## config.mk

```make
export PLATFORM = sky130hd
export DESIGN_NAME = pc_change
export DESIGN_NICKNAME = d
export VERILOG_FILES = /design/src/rtl/pc_change_pkg.sv /design/src/rtl/pc_change_npc_calc.sv /design/src/rtl/pc_change.sv
export SDC_FILE = /design/constraint.sdc
export NUM_CORES = 1
export LEC_CHECK = 0
export CORE_AREA = 2 2 101 103
export DETAILED_ROUTE_END_ITERATION = 8
export DIE_AREA = 0 0 103 105
export HOLD_SLACK_MARGIN = 0.12
export PLACE_DENSITY = 0.81
export SETUP_SLACK_MARGIN = 0.05
export SLEW_MARGIN = 25
export SYNTH_ARGS = -nofsm -noshare
export SYNTH_HDL_FRONTEND = slang
export SYNTH_SLANG_ARGS = --single-unit
```

## constraint.sdc

```tcl
create_clock -name clk -period 4.37 [get_ports clk]
set_input_delay 0.874 -clock clk [delete_from_list [all_inputs] [get_ports clk]]
set_output_delay 0.874 -clock clk [all_outputs]
set_load 0.1 [all_outputs]
```

## src/rtl/pc_change_pkg.sv

```systemverilog
// Shared CPU constants: reset vector and instruction field positions used by
// the next-PC logic.
package pc_change_pkg;

    localparam logic [31:0] RESET_PC_DEFAULT = 32'h0000_3000;

    // Jump index field of a J-type instruction.
    localparam int JIDX_LSB = 0;
    localparam int JIDX_MSB = 25;
    localparam int JIDX_W   = JIDX_MSB - JIDX_LSB + 1;

    // Word-aligned jump target: upper nibble of pc4, index, two zero bits.
    function automatic logic [31:0] jump_target(input logic [31:0] pc4,
                                                input logic [JIDX_W-1:0] jidx);
        return {pc4[31:28], jidx, 2'b00};
    endfunction

endpackage

```

## src/rtl/pc_change_npc_calc.sv

```systemverilog
// Combinational next-PC selector: sequential, branch, jump and jump-register
// targets resolved by a fixed priority (jr > j/jal > taken beq > pc+4).
module npc_calc
    import pc_change_pkg::*;
(
    input  logic [31:0]       pc_now,
    input  logic [31:0]       o1,
    input  logic [31:0]       o2,
    input  logic [31:0]       imm_s,
    input  logic [JIDX_W-1:0] jidx,
    input  logic              j,
    input  logic              jal,
    input  logic              jr,
    input  logic              branch,
    output logic [31:0]       npc
);

    logic [31:0] pc4;
    logic [31:0] br_tgt;
    logic [31:0] j_tgt;
    logic        taken;

    // All sums wrap modulo 2^32; the shift drops imm_s[31:30].
    assign pc4    = pc_now + 32'd4;
    assign br_tgt = pc4 + (imm_s << 2);
    assign j_tgt  = jump_target(pc4, jidx);
    assign taken  = branch && (o1 == o2);

    always_comb begin
        npc = pc4;
        if (jr) begin
            npc = o1;
        end else if (j || jal) begin
            npc = j_tgt;
        end else if (taken) begin
            npc = br_tgt;
        end
    end

endmodule

```

## src/rtl/pc_change.sv

```systemverilog
// Program-counter register for the single-cycle CPU; advances every edge to
// the target chosen by npc_calc, or to RESET_PC when clr is sampled high.
module pc_change
    import pc_change_pkg::*;
#(
    parameter logic [31:0] RESET_PC = RESET_PC_DEFAULT
) (
    input  logic        clk,
    input  logic        clr,
    input  logic [31:0] o1,
    input  logic [31:0] o2,
    input  logic [31:0] imm_s,
    input  logic        j,
    input  logic        jal,
    input  logic        jr,
    input  logic        branch,
    input  logic [31:0] ins,
    output logic [31:0] pc_now
);

    logic [31:0] pc_q;
    logic [31:0] npc;
    logic        unused_ins_hi;

    // Opcode bits are decoded elsewhere; only the jump index matters here.
    assign unused_ins_hi = ^ins[31:JIDX_MSB+1];

    npc_calc u_npc_calc (
        .pc_now (pc_q),
        .o1     (o1),
        .o2     (o2),
        .imm_s  (imm_s),
        .jidx   (ins[JIDX_MSB:JIDX_LSB]),
        .j      (j),
        .jal    (jal),
        .jr     (jr),
        .branch (branch),
        .npc    (npc)
    );

    always_ff @(posedge clk) begin
        if (clr) begin
            pc_q <= RESET_PC;
        end else begin
            pc_q <= npc;
        end
    end

    assign pc_now = pc_q;

endmodule

```

# Word level (Yosys, flattened, before mapping)
# Cells that the tools add are included.
# totals
out_inout_bits	32
register_bits	32
input_bits	134
wordCells	9
# classes
n_addsub	2
n_reduce_logical	2
mux	3
n_eq_ne	1
# ops
cell	n
32-bit 2-to-1 mux	3
32-bit by 3-bit adder with 32-bit output (second input constant)	1
32-bit adder	1
32-bit equality test	1
1-bit logical AND	1
1-bit logical OR	1

# Longest topological paths before layout
# logic_depth
ltp_word	5
mapped_depth	17
mapped_depth_nobuf	16

# Cells and area by module
# Synthesis repeated with hierarchy kept, for this count alone.
# hier_totals
hier_cells	602
area_unflattened_um2	4431.8
# modules_own_cells
module	n_inst	cells_per_inst	seq_area_each_um2	area_each_um2
npc_calc	1	535	0.0	3569.7
pc_change	1	67	640.6	862.1

# Worst setup path before layout
# No wires, ideal clock.
# synth_timing
path_type	flip-flop to flip-flop
start	register pc_q[8], in the netlist pc_now[8]
end	register pc_q[30], in the netlist pc_now[30]
path_slack_ns	0.127
n_path_buf	1
stages_incl_launch_ff	17
setup_time_ns	0.091
t_required_ns	4.279
period_less_slack_ns	4.243
arrival_time_ns	4.152
path_cell_list	dfxtp_1 > and4_1 > and4_1 > nand3_1 > nand2b_1 > clkbuf_1 > xnor2_1 > ha_1 > a21o_1 > a21o_1 > a21oi_1 > o22ai_1 > a211o_1 > a41oi_1 > xnor2_1 > nand2_1 > a311oi_1
# synth_between
elab_chain_cells	5
# synth_rtl
element	line	rtl
from (decl)	pc_change.sv:21	logic [31:0] pc_q;
from (signal assigned)	pc_change.sv:45	pc_q <= npc;
32-bit by 3-bit adder with 32-bit output *	pc_change_npc_calc.sv:24	assign pc4 = pc_now + 32'd4;
32-bit adder	pc_change_npc_calc.sv:25	assign br_tgt = pc4 + (imm_s << 2);
32-bit 2-to-1 mux	pc_change_npc_calc.sv:35	end else if (taken) begin
32-bit 2-to-1 mux *	pc_change_npc_calc.sv:33	end else if (j || jal) begin
32-bit 2-to-1 mux *	pc_change_npc_calc.sv:31	if (jr) begin
# Every way passes the cells marked *; elsewhere a longest branch is shown, timed or not.
# A chain may end at the register's enable or synchronous reset.

# Final worst setup path
# layout_timing
start	register pc_q[4], in the netlist pc_now[4]
end	register pc_q[27], in the netlist pc_now[27]
# layout_between
elab_chain_cells	5
# layout_rtl
element	line
32-bit by 3-bit adder with 32-bit output *	pc_change_npc_calc.sv:24
32-bit adder	pc_change_npc_calc.sv:25
32-bit 2-to-1 mux *	pc_change_npc_calc.sv:35
32-bit 2-to-1 mux *	pc_change_npc_calc.sv:33
32-bit 2-to-1 mux *	pc_change_npc_calc.sv:31
# Marked as above.

==> impl_results.md <==
- Die Height: 105 µm
- Clk_lat worst skew: between 200 and 300 ps
- Slew margin rel.: 33.8%
- Avg WL per Cell: 18.3 µm
- Minimum clock period: between 4000 and 5000 ps
- CP required: 4560 ps
- Max reg flops: 32
- Die area: 10800 µm²
- Worst hold endpoint: pc_now[0]
- Initial antenna violation count: 0
- Area Overhead vs Synth: 41.8%
- F_max: 249 MHz
- Largest net degree at the start of global routing: 38
- Max FO, Critical Path: 5
- Synth Register Bits: 32
- Slowest stage delay, CP: 450 ps
- First-pass GRT wire length: between 20 and 25 mm
- FILL cells: 922
- Critical path's slowest cell: a31oi_1
- Antenna cells: 0
- Top sig layer: met4
- Met2 wire length: between 7 and 8 mm
- Power per cell area: 222 nW/µm²
- DRT antenna net count: 0
- Post-Layout Cell Count: between 800 and 900
- Post-Route Setup TNS: 0 ps
- Critical path class: register to register
- Ys Warns: 0
- Syn nets: 757
- Iter 0 DRT Violations: about 400
- CTS Hold Bufs: 0
- Postcts setup bufs: 0
- Worst reg-to-reg setup slack: ~350 ps
- Async S/R FF share, synth: 0%
- Worst R2R Path Depth: 14
- Startpoint types: register
- Tightest Hold Check Type: register to register
- Count of cell types in the netlist: between 50 and 60
- CTS tree: done
- Fin crit share: 92.1%
- CP arrival: approximately 4200 ps
- H-tree depth: 2
- Final setup fails: 0
- Die width: 103 µm
- Kind of end point of the critical path: register
- Fin. max-slew vios: 0
- Share of the yosys chip area belonging to registers: 15.0%
- GRT overflow: 0
- Starting Density: around 44%
- Worst hold stages: 3
- Layout cells sized above 1: 2.99%
- Total CTS buffers: 5
- Hold path startpoint: pc_now[0]
- Router iterations before antenna repair: 5
- RSZ-0062 raised after global routing: false
- Slew @ Worst Pin: 991 ps
- Gpl congestion: 1.04
- Post-Route M1 WL: a little over 7 mm
- Number of synthesized flops with an enable pin: 0
- DR DRC count: 0
- Clock sink count: 32
- Nets: 907
- Placed Cells: 861
- Gate Count Post-Synth: 585
- Crit-path cells: nand3_1, nor2_1, nand2_1, xnor2_1, ha_1, nand3_1, a211oi_1, o2111ai_1, a31oi_1, o21ai_1, o21ai_0, xnor2_1, o211ai_1, a31o_1
- PortBufs: between 150 and 200
- Crit Reg-Reg Endpoint: pc_now[27]
- FP Rows: 36
- HPWL after detailed placement: roughly 13 mm
- DR vias/cell: 5.84
- GRT Util Overall: between 20 and 30%
- Peak supply drop: 0.120 mV
- Worst r2r src: pc_now[4]
- Via count: 5071
- Smallest hold slack: 647 ps
- Core Region: 9640 µm²
- IO Count: about 170
- Clock skew: approximately 8.6 ps
- Root buffer cell: clkbuf_8
- Max cap viols: 0
- Commonest register cell after synthesis: dfxtp_1
- Pleak: 2.48 nW
- Status: complete, no violations
- Cell Area, Synth: between 4000 and 5000 µm²
- Cts repair resizes: 0
- Syn_area_per_cell: 7.31 µm²
- Vias in the first global route: 4829
- WL final: roughly 16 mm
- Final hold vios: 0
- CTS max path bufs: 2
- Length of routed met3 wiring: about 1.2 mm
- Clk pin slew, worst setup/hold paths: 70 ps
## metal layers
metal  track usage, %  up-vias
met1             41.8     2322
met4             8.36        0
li1                 -     2437
met2             46.0      278
met3             2.68       34
met5                0        -
## critical path: cells and delay by family (launching register included)
kind | cells | cell delay [ps]
flip-flops | 1 | 420
adder cells (fa/ha/maj) | 1 | 390
AO/OA/AOI/OAI | 7 | 2000
AND/OR/NAND/NOR | 4 | 770
XOR/XNOR | 2 | 340
## synth_stat cells (all sizes together) (4+ instances only)
master	count	area, µm²
nor3	6	30.0
a31o	4	35.0
a31oi	6	37.5
a311oi	4	35.0
nand2b	11	68.8
a21o	12	90.1
and2	4	25.0
nor2	52	198
clkbuf	17	63.8
buf	8	65.1
ha	37	463
o21ai	30	150
o21a	4	30.0
mux2i	12	120
and4	4	35.0
nand3	22	110
a21oi	54	270
o211ai	8	60.1
dfxtp	32	641
o22ai	9	56.3
inv	14	52.6
a211oi	10	75.1
nand4	15	93.8
nor2b	6	37.5
xnor2	55	482
nor4	6	37.5
and3	19	119
nand2	57	214
xor2	27	236
## per-stage QoR
step	utilization (%)	total power (W)	setup slack, ps	instance area, µm²
floorplan	-	0.000826	127	4280
global placement	62.0	0.00109	342	5980
detailed placement	62.0	0.00110	303	5980
CTS	62.9	0.00134	414	6070
global route	62.9	0.00142	50.9	6070
finish	62.9	0.00135	346	6070
## worst max path at each step
stage                         start          to  slack [ps]  cells past startpoint
after global placement     imm_s[2]  pc_now[27]         340                     11
after CTS                 pc_now[9]  pc_now[24]         410                     18
after global routing      pc_now[4]  pc_now[27]          50                     14
after detailed placement   imm_s[1]  pc_now[27]         300                     11
final                     pc_now[4]  pc_now[27]         350                     14
after floorplan           pc_now[8]  pc_now[30]         130                     16
## area by class of cell
class	count	area, µm²	area share (%)
multi-input cells	513	3460	57.0
inverters	15	56.3	0.928
flip-flops and latches	32	641	10.6
well taps	133	166	2.74
clock buffers	8	90.1	1.48
repair buffers	168	1650	27.3
## where the power goes
part           leakage (nW)  internal, W  total (W)  switching, W
logic                  2.17     0.000313   0.000765      0.000452
clock network        0.0455     0.000129   0.000241      0.000113
registers             0.266     0.000313   0.000343     0.0000298
total                  2.48     0.000755    0.00135      0.000595
## kinds of logic (layout without fill, tap and decap cells)
kind of cell | Yosys count | after routing | synth area share (%)
flops | 32 | 32 | 15.0
mux | 12 | 12 | 2.81
buf+inv | 40 | 191 | 4.33
xor+xnor | 82 | 82 | 16.8
compound gates | 164 | 164 | 24.3
simple gates | 217 | 217 | 25.5
fa+ha+maj | 38 | 38 | 11.3
## placed cells by master, fill, tap and decap left out, types with 8 or more instances in the layout
cell / count
inv_1: 14
ha_1: 37
mux2i_1: 12
nand3_1: 22
a21oi_1: 54
nor2_1: 50
xor2_1: 27
nand2_1: 57
clkdlybuf4s50_1: 157
nand4_1: 15
a211oi_1: 10
xnor2_1: 55
o22ai_1: 9
and3_1: 19
nand2b_1: 11
a21o_1: 12
o21ai_1: 9
buf_4: 11
dfxtp_1: 32
o21ai_0: 21
o211ai_1: 8
Note: power is estimated with default switching activity, not from simulation.
